--- config.mk ---
export PLATFORM = sky130hd
export DESIGN_NAME = debounce_sync
export DESIGN_NICKNAME = d
export VERILOG_FILES = /design/src/rtl/debounce_pkg.sv /design/src/rtl/sync_ff_chain.sv /design/src/rtl/debounce_sync.sv
export SDC_FILE = /design/constraint.sdc
export NUM_CORES = 1
export LEC_CHECK = 0
export CAP_MARGIN = 20
export CORE_ASPECT_RATIO = 0.7
export CORE_MARGIN = 1.5
export CORE_UTILIZATION = 55
export DETAILED_ROUTE_END_ITERATION = 16
export HOLD_SLACK_MARGIN = 0.05
export PLACE_DENSITY_LB_ADDON = 0.08
export REMOVE_ABC_BUFFERS = 1
export SYNTH_ARGS = -nofsm -noshare
export SYNTH_HDL_FRONTEND = slang
export SYNTH_SLANG_ARGS = --single-unit
--- constraint.sdc ---
create_clock -name clk -period 4.9 [get_ports clk]
set_input_delay 1.225 -clock clk [delete_from_list [all_inputs] [get_ports clk]]
set_output_delay 1.225 -clock clk [all_outputs]
set_load 0.02 [all_outputs]
--- src/rtl/debounce_pkg.sv ---
// ============================================================================
// debounce_pkg : FSM state encoding shared by the debounce_sync block
// Rev 1.0
// ============================================================================
`default_nettype none

package debounce_pkg;

  localparam logic [1:0] ST_STABLE_LO = 2'd0;
  localparam logic [1:0] ST_CHECK_HI  = 2'd1;
  localparam logic [1:0] ST_STABLE_HI = 2'd2;
  localparam logic [1:0] ST_CHECK_LO  = 2'd3;

  function automatic logic [1:0] stable_state(input logic level);
    return level ? ST_STABLE_HI : ST_STABLE_LO;
  endfunction

endpackage

`default_nettype wire

--- src/rtl/sync_ff_chain.sv ---
// ============================================================================
// sync_ff_chain : N-flop synchroniser for one asynchronous input bit
// Rev 1.0
// ============================================================================
`default_nettype none

module sync_ff_chain #(
  parameter int   STAGES      = 2,
  parameter logic RESET_LEVEL = 1'b0
) (
  input  logic clk,
  input  logic rst_n,
  input  logic d,
  output logic q
);

  logic [STAGES-1:0] chain;

  always_ff @(posedge clk or negedge rst_n) begin
    if (!rst_n) begin
      chain <= {STAGES{RESET_LEVEL}};
    end else begin
      chain <= {chain[STAGES-2:0], d};
    end
  end

  assign q = chain[STAGES-1];

endmodule

`default_nettype wire

--- src/rtl/debounce_sync.sv ---
// ============================================================================
// debounce_sync : synchronise, debounce and edge-detect a raw async input
// Rev 1.0
// ============================================================================
`default_nettype none

module debounce_sync
  import debounce_pkg::*;
#(
  parameter int   SYNC_STAGES     = 2,
  parameter int   CNT_W           = 16,
  parameter int   DEBOUNCE_CYCLES = 50000,
  parameter logic RESET_LEVEL     = 1'b0
) (
  input  logic clk,
  input  logic rst_n,
  input  logic a,
  output logic y,
  output logic rise,
  output logic fall,
  output logic busy
);

  localparam logic [CNT_W-1:0] CNT_LAST = CNT_W'(DEBOUNCE_CYCLES - 1);
  localparam logic [CNT_W-1:0] CNT_ONE  = CNT_W'(1);

  if (SYNC_STAGES < 2) begin : g_bad_sync_stages
    $error("debounce_sync: SYNC_STAGES must be >= 2");
  end
  if ((DEBOUNCE_CYCLES < 2) ||
      (64'(DEBOUNCE_CYCLES) > ((64'd1 << CNT_W) - 64'd1))) begin : g_bad_debounce_cycles
    $error("debounce_sync: DEBOUNCE_CYCLES must be in 2..2**CNT_W-1");
  end

  logic             s;
  logic [1:0]       state;
  logic [1:0]       state_nxt;
  logic [CNT_W-1:0] cnt;
  logic [CNT_W-1:0] cnt_nxt;
  logic             y_nxt;
  logic             rise_nxt;
  logic             fall_nxt;

  sync_ff_chain #(
    .STAGES      (SYNC_STAGES),
    .RESET_LEVEL (RESET_LEVEL)
  ) u_sync (
    .clk   (clk),
    .rst_n (rst_n),
    .d     (a),
    .q     (s)
  );

  always_ff @(posedge clk or negedge rst_n) begin
    if (!rst_n) begin
      state <= stable_state(RESET_LEVEL);
      cnt   <= '0;
      y     <= RESET_LEVEL;
      rise  <= 1'b0;
      fall  <= 1'b0;
    end else begin
      state <= state_nxt;
      cnt   <= cnt_nxt;
      y     <= y_nxt;
      rise  <= rise_nxt;
      fall  <= fall_nxt;
    end
  end

  // A sample back at the old level abandons qualification; the count restarts.
  always_comb begin
    state_nxt = state;
    cnt_nxt   = cnt;
    case (state)
      ST_STABLE_LO: begin
        if (s) begin
          state_nxt = ST_CHECK_HI;
          cnt_nxt   = CNT_ONE;
        end
      end
      ST_CHECK_HI: begin
        if (!s) begin
          state_nxt = ST_STABLE_LO;
          cnt_nxt   = '0;
        end else if (cnt == CNT_LAST) begin
          state_nxt = ST_STABLE_HI;
          cnt_nxt   = '0;
        end else begin
          cnt_nxt = cnt + CNT_ONE;
        end
      end
      ST_STABLE_HI: begin
        if (!s) begin
          state_nxt = ST_CHECK_LO;
          cnt_nxt   = CNT_ONE;
        end
      end
      ST_CHECK_LO: begin
        if (s) begin
          state_nxt = ST_STABLE_HI;
          cnt_nxt   = '0;
        end else if (cnt == CNT_LAST) begin
          state_nxt = ST_STABLE_LO;
          cnt_nxt   = '0;
        end else begin
          cnt_nxt = cnt + CNT_ONE;
        end
      end
      default: begin
        state_nxt = stable_state(RESET_LEVEL);
        cnt_nxt   = '0;
      end
    endcase
  end

  always_comb begin
    rise_nxt = (state == ST_CHECK_HI) && (state_nxt == ST_STABLE_HI);
    fall_nxt = (state == ST_CHECK_LO) && (state_nxt == ST_STABLE_LO);
    y_nxt    = y;
    if (rise_nxt) begin
      y_nxt = 1'b1;
    end else if (fall_nxt) begin
      y_nxt = 1'b0;
    end
  end

  assign busy = (state == ST_CHECK_HI) || (state == ST_CHECK_LO);

endmodule

`default_nettype wire

==> run metrics <==
status=complete, no violations; P per Cell Area=247.0 nW/µm²; Crit. End Element=output pin; Cell Area, Synth=1139 µm²; max incr delay on CP=650 ps; Core Box Area=1903 µm²; DP HPWL=about 1500 µm; CP Launch Type=flip-flop; Synth Flop Type=dfrtp_1; critical path data arrival time=1460 ps; drt pass-1 iters=4; die height=41.07 µm; clock skew=2.276 ps; fin crit share=about 55%; number of global-route vias before repair=790; Core Rows=13; CTS sink cnt=23; Critical-path top delay cell=clkdlybuf4s50_1; Ys Warns=0; Max Fclk=about 370 MHz; hold crit path type=reg2reg; Async SR Flop Fraction=100.0%; largest net degree at the start of global routing=24; post-synthesis register bit count=23; Skew-Pair Late Insertion Delay=320 ps; via/cell ratio=6.099; Crit path max-delay family=buffers and inverters; Buf/Inv on CP=1; Layout Utilization=66.34%; GR Overflow Total=0; Antenna diodes=0; GPL Wtd Cong=0.7688; CP cell instances=clkdlybuf4s50_1; Detail Route Antenna Nets=0; Setup-failing EPs final=0; initial core utilization=roughly 60%; Slew @ Worst Pin=679.0 ps; wire length of the first global-routing pass=3691 µm; Post-Route WL=2269 µm; area share of the largest cell type after synthesis=50.55%; All-Layer GR Usage=between 20% and 30%; Worst Path Required=3670 ps; maximum fanout along the worst path=8; synthesized instance count=between 100 and 150; Fin. Hold Viols=0; postcts setup bufs=0; unrepaired setup endpoints after global routing=no; max-slew violations=0; DIE WIDTH=57.38 µm; post-cts sizing count=0; hold slack final=384.5 ps; antenna violations before repair=0; CTS Buf Count=3; setup_tns=0 ps; number of synthesized flops with an enable pin=0; Synth area leaders=dfrtp_1 (51%), a21oi_1 (4.0%), nand3_1 (4.0%), nand2_1 (3.6%), o21ai_1 (3.5%); initial drt markers=39; Max Cap Viol=0; I/O Pins=7; DR DRC count=0; Peak supply drop=about 0.20 mV; CTS clk-pin slew, worst paths=120 ps; Pleak=0.0005332 µW; slew margin rel.=54.57%; DIE AREA=2356 µm²; CTS root buffer=clkbuf_4; Max Buffers Root-to-Sink=2; Yosys top cell by area=dfrtp_1; cts hold-fix bufs=0; Netlist cell types=34; Seq/Total Area, Yosys=50.55%; CTS tree=built; minimum clock period=about 2700 ps; critical path type=reg2out; H-tree levels=1; drt wl/cell=15.03 µm; fraction of final layout cells sized beyond drive strength 1=roughly 5.4%; Net count, final=between 100 and 150; vias=921; Area Growth Syn to Fin=10.88%; number of port buffers=6; Mean Syn Cell Area=9.333 µm²
cells by family (layout without fill, tap and decap cells):
logic type	after synthesis	in the layout	share of synthesized area [%]
and+or+nand+nor	50	50	23.63
adders and majority gates	1	1	1.099
buffers and inverters	12	19	4.176
xor gates and xnor gates	1	1	1.429
muxes	3	3	2.747
DFF	23	23	50.55
AOI/OAI and AO/OA	32	32	16.37
synth_stat cells (2+ instances only):
library cell,instances
or3_1,5
a21oi_1,9
a31oi_1,6
nand2_1,11
nand4_1,3
and3_1,2
clkbuf_1,2
nand3_1,9
inv_1,8
mux2i_1,2
o21ai_1,8
nor2_1,7
buf_2,2
nor4bb_1,2
or2_1,2
dfrtp_1,23
o21ai_0,4
area by class of cell:
class | count | area (µm²)
flip-flops and latches | 23 | 575.6
repair buffers | 7 | 87.58
fillers | 171 | 640.6
clock buffers | 4 | 26.28
inverters | 8 | 30.03
well taps | 22 | 27.53
multi-input cells | 87 | 515.5
power breakdown:
| group | total [µW] | switching [µW] | internal, µW | leakage, µW |
|---|---|---|---|---|
| sequential | 197 | 4.13 | 193 | 0.000311 |
| clock | 89.0 | 57.1 | 31.9 | 0.0000150 |
| combinational | 25.7 | 15.5 | 10.1 | 0.000207 |
final timing paths:
check / from / to / slack, ps / cells past startpoint
max: state[0]$_DFF_PN0_ / busy / 2210 / 1
min: u_sync.chain[0]$_DFF_PN0_ / u_sync.chain[1]$_DFF_PN0_ / 380 / 0
max reg2reg: cnt[0]$_DFFE_PN0P_ / cnt[8]$_DFFE_PN0P_ / 2780 / 6
min reg2reg: u_sync.chain[0]$_DFF_PN0_ / u_sync.chain[1]$_DFF_PN0_ / 380 / 0
max in group asynchronous: rst_n / cnt[13]$_DFFE_PN0P_ / 3430 / 2
min in group asynchronous: rst_n / y$_DFFE_PN0P_ / 1110 / 1
state kept, by name, summed over array words and instances, names as in the netlist:
register,cells
cnt,16
state,2
u_sync.chain,2
fall,1
rise,1
y,1
through the flow:
stage,std cells,worst slack (ps),total power [µW],cell area [µm²]
after global routing,151,2136,324.1,1262
final,151,2212,311.8,1262
after floorplan,118,3116,213.0,1121
after detailed placement,146,2398,223.7,1209
after CTS,150,2199,312.7,1235
after global placement,146,2455,222.5,1209
layout by cell type (no fill, tap or decap), drive strengths merged, types with 2 or more instances in the layout:
master | netlist | final
dfrtp | 23 | 23
nand2 | 12 | 12
o21ai | 12 | 12
nand3 | 9 | 9
a21oi | 9 | 9
inv | 8 | 8
nor2 | 8 | 8
a31oi | 6 | 6
clkdlybuf4s50 | 0 | 6
or3 | 5 | 5
clkbuf | 2 | 4
nand4 | 3 | 3
or2 | 3 | 3
and3 | 2 | 2
nor4bb | 2 | 2
mux2i | 2 | 2
routing by layer:
layer	routed length [µm]	global-route usage [%]
met1	1121	31.18
met2	951	31.53
met3	165	6.625
met4	30	9.884
met5	0	0
worst register-to-register path: cells and delay by family, from the launching register on:
kind / cells / cell delay, ps
AND/OR/NAND/NOR: 3 / 970
flip-flops: 1 / 430
AO/OA/AOI/OAI: 2 / 410
adder cells (fa/ha/maj): 1 / 250
Note: power is estimated with default switching activity, not from simulation.
